==> src/rtl/fp_pkg.sv <==
// Shared floating-point constants, flag bit positions and special-value builders.
package fp_pkg;

  localparam int unsigned DEF_EXP_W = 8;
  localparam int unsigned DEF_MAN_W = 23;

  localparam int unsigned FLAGS_W       = 3;
  localparam int unsigned FLAG_INEXACT  = 0;
  localparam int unsigned FLAG_OVERFLOW = 1;
  localparam int unsigned FLAG_INVALID  = 2;

  // Canonical quiet NaN {0, all-ones, 1 0..0}; callers truncate to their width.
  function automatic logic [63:0] qnan_bits(input int unsigned exp_w, input int unsigned man_w);
    return (((64'(1) << exp_w) - 64'(1)) << man_w) | (64'(1) << (man_w - 1));
  endfunction

  function automatic logic [63:0] inf_bits(input logic sign, input int unsigned exp_w,
                                           input int unsigned man_w);
    return (64'(sign) << (exp_w + man_w)) | (((64'(1) << exp_w) - 64'(1)) << man_w);
  endfunction

endpackage

==> src/rtl/lzc.sv <==
// Combinational leading-zero counter; returns WIDTH when the input is all zeros.
module lzc #(
  parameter int unsigned WIDTH = 8
) (
  input  logic [WIDTH-1:0]               i_data,
  output logic [$clog2(WIDTH + 1)-1:0]   o_cnt_c
);

  localparam int unsigned CW = $clog2(WIDTH + 1);

  // Scan upward so the highest set bit wins.
  always_comb begin
    o_cnt_c = CW'(WIDTH);
    for (int i = 0; i < int'(WIDTH); i++) begin
      if (i_data[i]) o_cnt_c = CW'(int'(WIDTH) - 1 - i);
    end
  end

endmodule

==> src/rtl/fp_addsub_pipe.sv <==
// Five-stage flush-to-zero floating-point adder/subtractor, RNE rounding, valid/ready flow.
module fp_addsub_pipe
  import fp_pkg::*;
#(
  parameter int unsigned EXP_W = DEF_EXP_W,
  parameter int unsigned MAN_W = DEF_MAN_W
) (
  input  logic                     clk,
  input  logic                     rst_n,
  input  logic                     in_valid,
  output logic                     in_ready,
  input  logic [EXP_W+MAN_W:0]     a,
  input  logic [EXP_W+MAN_W:0]     b,
  input  logic                     op,
  output logic                     out_valid,
  input  logic                     out_ready,
  output logic [EXP_W+MAN_W:0]     result,
  output logic [FLAGS_W-1:0]       flags
);

  localparam int unsigned W   = 1 + EXP_W + MAN_W;
  localparam int unsigned W1  = W - 1;
  localparam int unsigned X   = MAN_W + 4;
  localparam int unsigned S   = MAN_W + 5;
  localparam int unsigned E2  = EXP_W + 2;
  localparam int unsigned MW2 = MAN_W + 2;
  localparam int unsigned LZW = MAN_W + 2;
  localparam int unsigned CW  = $clog2(LZW + 1);
  localparam logic [EXP_W-1:0] EMAX   = '1;
  localparam logic [EXP_W-1:0] SH_MAX = EXP_W'(MAN_W + 3);
  localparam logic [W-1:0]     QNAN   = W'(qnan_bits(EXP_W, MAN_W));

  logic r1_v, r2_v, r3_v, r4_v, r_out_valid;
  logic [W-1:0] r_result;
  logic [FLAGS_W-1:0] r_flags;
  // Special-case bundle {is_special, invalid, result} rides alongside the datapath.
  logic [W+1:0] r1_sp, r2_sp, r3_sp, r4_sp;
  logic r1_sa, r1_sb, r2_sl, r2_ss, r3_sub, r3_s, r3_zs, r4_s, r4_zs;
  logic [EXP_W-1:0] r1_ea, r1_eb, r2_e, r2_diff, r3_e, r4_e;
  logic [MAN_W:0] r1_ma, r1_mb, r2_ml, r2_ms;
  logic [X-1:0] r3_big, r3_small;
  logic [S-1:0] r4_sum;

  logic w_adv, w_sa, w_sb;
  logic [EXP_W-1:0] w_ea, w_eb;
  logic [MAN_W-1:0] w_fa, w_fb;
  logic w_a_nan, w_b_nan, w_a_inf, w_b_inf, w_a_snan, w_b_snan;
  logic w1_spec, w1_inv;
  logic [W-1:0] w1_res;
  logic w2_swap;
  logic [EXP_W-1:0] w3_sh;
  logic [X-1:0] w3_ext, w3_shr;
  logic w3_lost;
  logic [S-1:0] w4_sum;
  logic [CW-1:0] w5_cnt;
  logic [X-1:0] w5_n;
  logic [E2-1:0] w5_e;
  logic [MW2-1:0] w5_m;
  logic [MAN_W-1:0] w5_frac;
  logic w5_inx, w5_up;
  logic [W-1:0] w5_res;
  logic [FLAGS_W-1:0] w5_flags;

  // Whole pipe holds while a finished result is waiting on the consumer.
  assign w_adv     = !(r_out_valid && !out_ready);
  assign in_ready  = w_adv;
  assign out_valid = r_out_valid;
  assign result    = r_result;
  assign flags     = r_flags;

  // Stage 1: unpack; subtraction is addition with b's sign flipped.
  assign {w_sa, w_ea, w_fa} = a;
  assign w_sb     = b[W-1] ^ op;
  assign w_eb     = b[W-2:MAN_W];
  assign w_fb     = b[MAN_W-1:0];
  assign w_a_nan  = (w_ea == EMAX) && (w_fa != '0);
  assign w_b_nan  = (w_eb == EMAX) && (w_fb != '0);
  assign w_a_inf  = (w_ea == EMAX) && (w_fa == '0);
  assign w_b_inf  = (w_eb == EMAX) && (w_fb == '0);
  assign w_a_snan = w_a_nan && !w_fa[MAN_W-1];
  assign w_b_snan = w_b_nan && !w_fb[MAN_W-1];

  always_comb begin
    w1_spec = w_a_nan | w_b_nan | w_a_inf | w_b_inf;
    w1_inv  = 1'b0;
    w1_res  = QNAN;
    if (w_a_nan || w_b_nan)                        w1_inv = w_a_snan | w_b_snan;
    else if (w_a_inf && w_b_inf && (w_sa != w_sb)) w1_inv = 1'b1;
    else if (w_a_inf)                              w1_res = W'(inf_bits(w_sa, EXP_W, MAN_W));
    else if (w_b_inf)                              w1_res = W'(inf_bits(w_sb, EXP_W, MAN_W));
  end

  // Stage 2 picks the larger magnitude; stage 3 aligns the smaller with sticky collection.
  assign w2_swap = {r1_eb, r1_mb} > {r1_ea, r1_ma};
  assign w3_sh   = (r2_diff > SH_MAX) ? SH_MAX : r2_diff;
  assign w3_ext  = {r2_ms, 3'b000};
  assign w3_shr  = w3_ext >> w3_sh;
  assign w3_lost = |(w3_ext & ((X'(1) << w3_sh) - X'(1)));
  assign w4_sum  = r3_sub ? ({1'b0, r3_big} - {1'b0, r3_small})
                          : ({1'b0, r3_big} + {1'b0, r3_small});

  lzc #(.WIDTH(LZW)) u_lzc (
    .i_data  (r4_sum[MAN_W+3:2]),
    .o_cnt_c (w5_cnt)
  );

  // Stage 5: normalise, round to nearest even, classify and pack.
  always_comb begin
    w5_n = r4_sum[X-1:0] << w5_cnt;
    w5_e = {2'b00, r4_e} - E2'(w5_cnt);
    if (r4_sum[S-1]) begin
      w5_n = {r4_sum[S-1:2], r4_sum[1] | r4_sum[0]};
      w5_e = {2'b00, r4_e} + E2'(1);
    end
    w5_inx  = |w5_n[2:0];
    w5_up   = w5_n[2] & (w5_n[3] | w5_n[1] | w5_n[0]);
    w5_m    = {1'b0, w5_n[X-1:3]} + MW2'(w5_up);
    w5_frac = w5_m[MAN_W-1:0];
    if (w5_m[MAN_W+1]) begin
      w5_e    = w5_e + E2'(1);
      w5_frac = w5_m[MAN_W:1];
    end
    w5_flags = '0;
    w5_res   = {r4_s, w5_e[EXP_W-1:0], w5_frac};
    if (r4_sp[W+1]) begin
      w5_res = r4_sp[W-1:0];
      w5_flags[FLAG_INVALID] = r4_sp[W];
    end else if (r4_sum == '0) begin
      w5_res = {r4_zs, {W1{1'b0}}};
    end else if (!w5_e[E2-1] && (w5_e[E2-2:0] >= (E2-1)'(EMAX))) begin
      w5_res = W'(inf_bits(r4_s, EXP_W, MAN_W));
      w5_flags[FLAG_OVERFLOW] = 1'b1;
      w5_flags[FLAG_INEXACT]  = 1'b1;
    end else if (w5_e[E2-1] || (w5_e == '0)) begin
      w5_res = {r4_s, {W1{1'b0}}};
      w5_flags[FLAG_INEXACT] = w5_inx;
    end else begin
      w5_flags[FLAG_INEXACT] = w5_inx;
    end
  end

  always_ff @(posedge clk or negedge rst_n) begin
    if (!rst_n) begin
      r1_v        <= 1'b0;
      r2_v        <= 1'b0;
      r3_v        <= 1'b0;
      r4_v        <= 1'b0;
      r_out_valid <= 1'b0;
      r_result    <= '0;
      r_flags     <= '0;
    end else if (w_adv) begin
      r1_v        <= in_valid;
      r2_v        <= r1_v;
      r3_v        <= r2_v;
      r4_v        <= r3_v;
      r_out_valid <= r4_v;
      if (r4_v) begin
        r_result <= w5_res;
        r_flags  <= w5_flags;
      end
    end
  end

  // Datapath registers are unreset; only valid-qualified data ever reaches result.
  always_ff @(posedge clk) begin
    if (w_adv) begin
      r1_sa    <= w_sa;
      r1_ea    <= w_ea;
      r1_ma    <= (w_ea == '0) ? '0 : {1'b1, w_fa};
      r1_sb    <= w_sb;
      r1_eb    <= w_eb;
      r1_mb    <= (w_eb == '0) ? '0 : {1'b1, w_fb};
      r1_sp    <= {w1_spec, w1_inv, w1_res};
      r2_sl    <= w2_swap ? r1_sb : r1_sa;
      r2_ss    <= w2_swap ? r1_sa : r1_sb;
      r2_e     <= w2_swap ? r1_eb : r1_ea;
      r2_ml    <= w2_swap ? r1_mb : r1_ma;
      r2_ms    <= w2_swap ? r1_ma : r1_mb;
      r2_diff  <= w2_swap ? (r1_eb - r1_ea) : (r1_ea - r1_eb);
      r2_sp    <= r1_sp;
      r3_big   <= {r2_ml, 3'b000};
      r3_small <= {w3_shr[X-1:1], w3_shr[0] | w3_lost};
      r3_sub   <= r2_sl ^ r2_ss;
      r3_s     <= r2_sl;
      r3_zs    <= r2_sl & r2_ss;
      r3_e     <= r2_e;
      r3_sp    <= r2_sp;
      r4_sum   <= w4_sum;
      r4_s     <= r3_s;
      r4_zs    <= r3_zs;
      r4_e     <= r3_e;
      r4_sp    <= r3_sp;
    end
  end

endmodule

==> config.mk <==
export PLATFORM = sky130hd
export DESIGN_NAME = fp_addsub_pipe
export DESIGN_NICKNAME = d
export VERILOG_FILES = /design/src/rtl/fp_pkg.sv /design/src/rtl/lzc.sv /design/src/rtl/fp_addsub_pipe.sv
export SDC_FILE = /design/constraint.sdc
export NUM_CORES = 1
export LEC_CHECK = 0
export CAP_MARGIN = 20
export CORE_UTILIZATION = 50
export CTS_CLUSTER_SIZE = 24
export DETAILED_ROUTE_END_ITERATION = 8
export GPL_TIMING_DRIVEN = 0
export PLACE_DENSITY = 0.71
export SLEW_MARGIN = 25
export SYNTH_ARGS = -nofsm -noshare
export SYNTH_HDL_FRONTEND = slang
export SYNTH_SLANG_ARGS = --single-unit
==> constraint.sdc <==
create_clock -name clk -period 49.6 [get_ports clk]
set_input_delay 14.88 -clock clk [delete_from_list [all_inputs] [get_ports clk]]
set_output_delay 14.88 -clock clk [all_outputs]
set_load 0.005 [all_outputs]
# Word-level counts from Yosys, hierarchy flattened
# Cells that the tools add are included.
# word_totals
register_bits	408
out_inout_bits	37
wordCells	151
input_bits	69
# op_classes
mux	52
addsub	9
n_reduce_logical	30
eq_ne	3
n_bitwise	14
n_shift	3
order_cmp	3
# ops
op	n
$mux 32	4
$mux 24	4
$mux 5	16
$mux 31	2
$logic_not 23->1	2
$reduce_bool 23->1	2
$gt 32x32->1	1
$mux 4	8
$add 27x27->28	1
$logic_not 28->1	1
$mux 28	1
$sub 27x27->28	1
$and 27x27->27	1
$mux 27	1
$reduce_or 27->1	1
$shl 1x8->27 const A	1
$shl 27x5->27	1
$shr 27x8->27	1
$sub 27x1->27 const B	1
$add 24x1->25	1
$mux 8	3
$mux 23	1
$mux 10	2
$eq 8x8->1 const B	2
other kinds (21)	55

# Logic depth before layout (Yosys ltp)
# Gate-level depths: netlist (run 1).
# depth
ltp_word	38
depth_mapped	27
ltp_nobuf	22

# Hierarchy
# A second synthesis (run 1) with hierarchy kept.
# unflattened
cells_unflattened	1864
hier_area_um2	19048.3
# by_module_without_submodules
module	seq_area_each_um2	cells_per_inst	n_inst	area_each_um2
fp_addsub_pipe	8448.1	1815	1	18769.3
lzc	0.0	49	1	279.0

# Least setup slack after synthesis (run 1)
# OpenSTA, ideal clock, no wires.
# synth_timing
path_kind	input to output
start	input out_ready
end	output in_ready
slack_ns	12.801
path_buffers	1
cell_stages	2
arrival_ns	21.919
required_ns	34.720
cell_sequence	nand2b_1 > clkbuf_1
# synth_between
elab_chain_cells	3
# synth_lines
element	line	source
start, declared	fp_addsub_pipe.sv:16	input logic out_ready,
$logic_not 1->1	fp_addsub_pipe.sv:65	assign w_adv = !(r_out_valid && !out_ready);
$logic_and 1x1->1	fp_addsub_pipe.sv:65	
$logic_not 1->1	fp_addsub_pipe.sv:65	
end, declared	fp_addsub_pipe.sv:11	output logic in_ready,
# No other way between the ends.

# Worst setup path in the final report (run 1)
# Same ends and word-level chain as after synthesis.

==> results.json, run 1 <==
{
  "status": "finished clean",
  "synth_seq_area_share_pct": 43.5,
  "grt_pass1_vias": 16100,
  "io_pins": 106,
  "die-area_um2": 39600,
  "dp_hpwl_um": 46100,
  "post_cts.repair.setup_buffers": 0,
  "post_route_cells_drive_above_1_share_pct": 8.77,
  "cts.clk_slew.worst_paths_ps": 60,
  "cts_tree": "done",
  "clock_sinks": 288,
  "numPortBuffers": 105,
  "overflow": 0,
  "grt_use_total_pct": 29.8,
  "drt-total-wl_um": 58700,
  "die_w_um": 199,
  "syn_area_um2": 19400,
  "floorplan.initialDensity_pct": 51.2,
  "yosysWarnings": 0,
  "synth_cell_types": 105,
  "routabilityCongestion": 1.00,
  "avgSynthCellArea_um2": 9.67,
  "hold_buffers": 0,
  "grt_pass1_wl_um": 90800,
  "cp.buffers_inverters": 7,
  "ant_nets": 0,
  "worst-setup-path-type": "input port to output port",
  "cp_max_fo": 56,
  "cap_violations": 0,
  "worstPathRequired_ps": 34720,
  "cp_top_family": "buffers and inverters",
  "ir_drop_uv": 34.2,
  "end_kind": "output port",
  "arrival_ps": 17340,
  "p_per_area_nw_per_um2": 72.6,
  "drt-vias-per-instance": 6.11,
  "yosys.area.top_type": "edfxtp_1",
  "synth_area_leaders": "edfxtp_1 38%, ha_1 6.3%, dfrtp_1 5.2%",
  "tightest_slew_ps": 964,
  "drt-pass1-iter-count": 5,
  "place_ws_ps": 17360,
  "min_period_ps": 32220,
  "slowest_stage": "clkdlybuf4s50_1",
  "hold_viol": 0,
  "rsz0062_at_grt": "false",
  "drtIter0Drc": 1439,
  "setup_viol_count_final": 0,
  "max_stage_delay_ps": 540,
  "path_cells": "clkdlybuf4s50_1, nand2b_1, clkbuf_4, buf_16, buf_16, buf_16, buf_12, clkdlybuf4s50_1",
  "route.detailed.drc": 0,
  "fin_cells": 2690,
  "clockRootBuffer": "clkbuf_16",
  "ys_ff_latch": 288,
  "die_h_um": 199,
  "setup_ws_ps": 17380,
  "htree_levels": 1,
  "report.final.slew_viol_count": 0,
  "synthTopCellsByCount": "248 x edfxtp_1, 212 x nand2_1, 147 x nor2_1, 125 x inv_1, 125 x o21ai_0",
  "cpMostUsedCell": "buf_16",
  "clk_latency_ps": 570,
  "p_leak_uw": 0.00884,
  "min_period_over_period_pct": 65.0,
  "synth_top_area_share_pct": 38.3,
  "antenna_found_initial": 1,
  "synthesis.nets": 2180,
  "dp_cells": 2633,
  "numCtsBuffers": 31,
  "start_kind": "input port",
  "synth_edf_count": 248,
  "synthFlopType": "edfxtp_1",
  "cts_buffer_depth": 3,
  "synth.most_common_cell": "edfxtp_1",
  "synthCells": 2009,
  "relSlewSlack_pct": 34.9,
  "area_delta_synth_final_pct": 15.3,
  "async_flop_share_pct": 13.9,
  "wire_per_inst_um": 21.8,
  "finClkSkew_ps": 19.3,
  "fin_nets": 2326,
  "via_count": 16400,
  "fmax_mhz": 31.0,
  "setup-tns-final_ps": 0,
  "num_rows": 71,
  "cts_resized": 0,
  "antennaDiodeCount": 0,
  "grt_max_degree": 57,
  "min_path_type": "flop to flop",
  "core-area_um2": 37900
}
## kinds of logic (layout without fill, tap and decap cells)
group | after synthesis | after routing | synth area share [%]
compound gates | 524 | 524 | 18.4
fa+ha+maj | 102 | 102 | 6.73
buf+inv | 242 | 412 | 5.24
mux | 111 | 111 | 6.06
xor+xnor | 66 | 66 | 2.98
simple gates | 676 | 676 | 17.2
flops | 288 | 288 | 43.5
## cell type report
class / count / area, um2
plain buffers: 113 / 532
clock buffers: 38 / 802
clock inverters: 19 / 292
fillers: 3296 / 15500
inverters: 129 / 489
multi-input cells: 1479 / 9980
flip-flops and latches: 288 / 8450
well taps: 511 / 639
repair buffers: 113 / 1210
## metal layers
| metal | routed length [um] | vias to the layer above | global-route usage [%] |
|---|---|---|---|
| met5 | 0 | - | 0 |
| met3 | 3070 | 129 | 3.27 |
| met1 | 25700 | 7999 | 39.6 |
| met2 | 27700 | 596 | 49.8 |
| met4 | 2190 | 0 | 11.9 |
| li1 | - | 7721 | - |
## placed cells by master, fill, tap and decap left out, types with 68 or more instances in the layout
cell type and instances:
edfxtp_1 248, nand2_1 212, nor2_1 147, o21ai_0 125, inv_1 125, a21oi_1 117, clkdlybuf4s50_1 104, ha_1 98
clkbuf_1 69, mux2i_1 68
## worst register-to-register path: stages, from the launching register on
cell and delay (ps):
edfxtp_1 540, nor4_1 570, nor4b_1 840, nor2_1 320, nor2_1 410, inv_1 260, ha_1 330, inv_1 80
o21bai_1 110, a2111o_1 460, o21ai_0 140, xor2_1 440, and2_1 280, nand2_1 100, nor3b_1 380, nor2b_1 220
xnor2_1 130, a41oi_2 320, or4b_4 550, buf_6 180, o21ai_2 130
## power breakdown
group	switching, uW	leakage [uW]	total [uW]	internal (uW)
combinational	587	0.00532	928	342
sequential	63.9	0.00299	451	387
clock	94.2	0.000523	246	152
## path summary, 6_finish.rpt
| path | start | to | slack, ps | depth (start not counted) |
|---|---|---|---|---|
| hold reg to reg | r2_e[3]$_DFFE_PN_ | r3_e[3]$_DFFE_PN_ | 420 | 0 |
| setup / recovery | out_ready | in_ready | 17380 | 8 |
| min in group asynchronous | rst_n | result[5]$_DFFE_PN0P_ | 14180 | 1 |
| max in group asynchronous | rst_n | result[31]$_DFFE_PN0P_ | 34970 | 2 |
| setup reg to reg | r4_sum[3]$_DFFE_PN_ | result[13]$_DFFE_PN0P_ | 42710 | 20 |
| hold / removal | r2_e[3]$_DFFE_PN_ | r3_e[3]$_DFFE_PN_ | 420 | 0 |
## stage by stage
stage	util [%]	power, uW	cell area, um2	hold slack (ps)
finish	59.0	1620	22400	418
global route	59.0	1730	22400	420
CTS	59.0	1610	22400	416
detailed placement	56.1	1360	21300	405
global placement	55.7	1360	21100	401
floorplan	-	1080	19400	400
## flip-flops by register name, summed over array words and instances (netlist names), 3 cells and up
| name | cells |
|---|---|
| r1_mb | 24 |
| r4_e | 8 |
| r4_sp | 4 |
| r2_sp | 4 |
| r2_e | 8 |
| r3_small | 27 |
| r3_sp | 4 |
| r1_ea | 8 |
| r2_ml | 24 |
| r3_e | 8 |
| r1_sp | 4 |
| r1_eb | 8 |
| result | 32 |
| r2_diff | 8 |
| r4_sum | 28 |
| flags | 3 |
| r3_big | 24 |
| r1_ma | 24 |
| r2_ms | 24 |
Note: power is estimated with default switching activity, not from simulation.
==> run 2: changes to the inputs <==
==> constraint.sdc (replaced) <==
create_clock -name clk -period 29.8 [get_ports clk]
set_input_delay 8.94 -clock clk [delete_from_list [all_inputs] [get_ports clk]]
set_output_delay 8.94 -clock clk [all_outputs]
set_load 0.005 [all_outputs]
==> results of run 2 <==
The final DEF is identical to that of run 1. Status: finished clean.
Main changes from that run: setup slack after placement 17360 ps -> 9440 ps; setup slack after layout 17380 ps -> 9460 ps; register-to-register setup slack 42710 ps -> 22910 ps; total power 1620 uW -> 2700 uW; worst IR drop on VDD 34.2 uV -> 56.9 uV
==> run 3: changes to the inputs <==
==> constraint.sdc (replaced) <==
create_clock -name clk -period 20.2 [get_ports clk]
set_input_delay 6.06 -clock clk [delete_from_list [all_inputs] [get_ports clk]]
set_output_delay 6.06 -clock clk [all_outputs]
set_load 0.005 [all_outputs]
==> results of run 3 <==
The final DEF is identical to that of run 1. Status: finished clean.
Main changes from that run: setup slack after placement 17360 ps -> 5600 ps; setup slack after layout 17380 ps -> 5620 ps; register-to-register setup slack 42710 ps -> 13310 ps; total power 1620 uW -> 3990 uW; worst IR drop on VDD 34.2 uV -> 83.9 uV
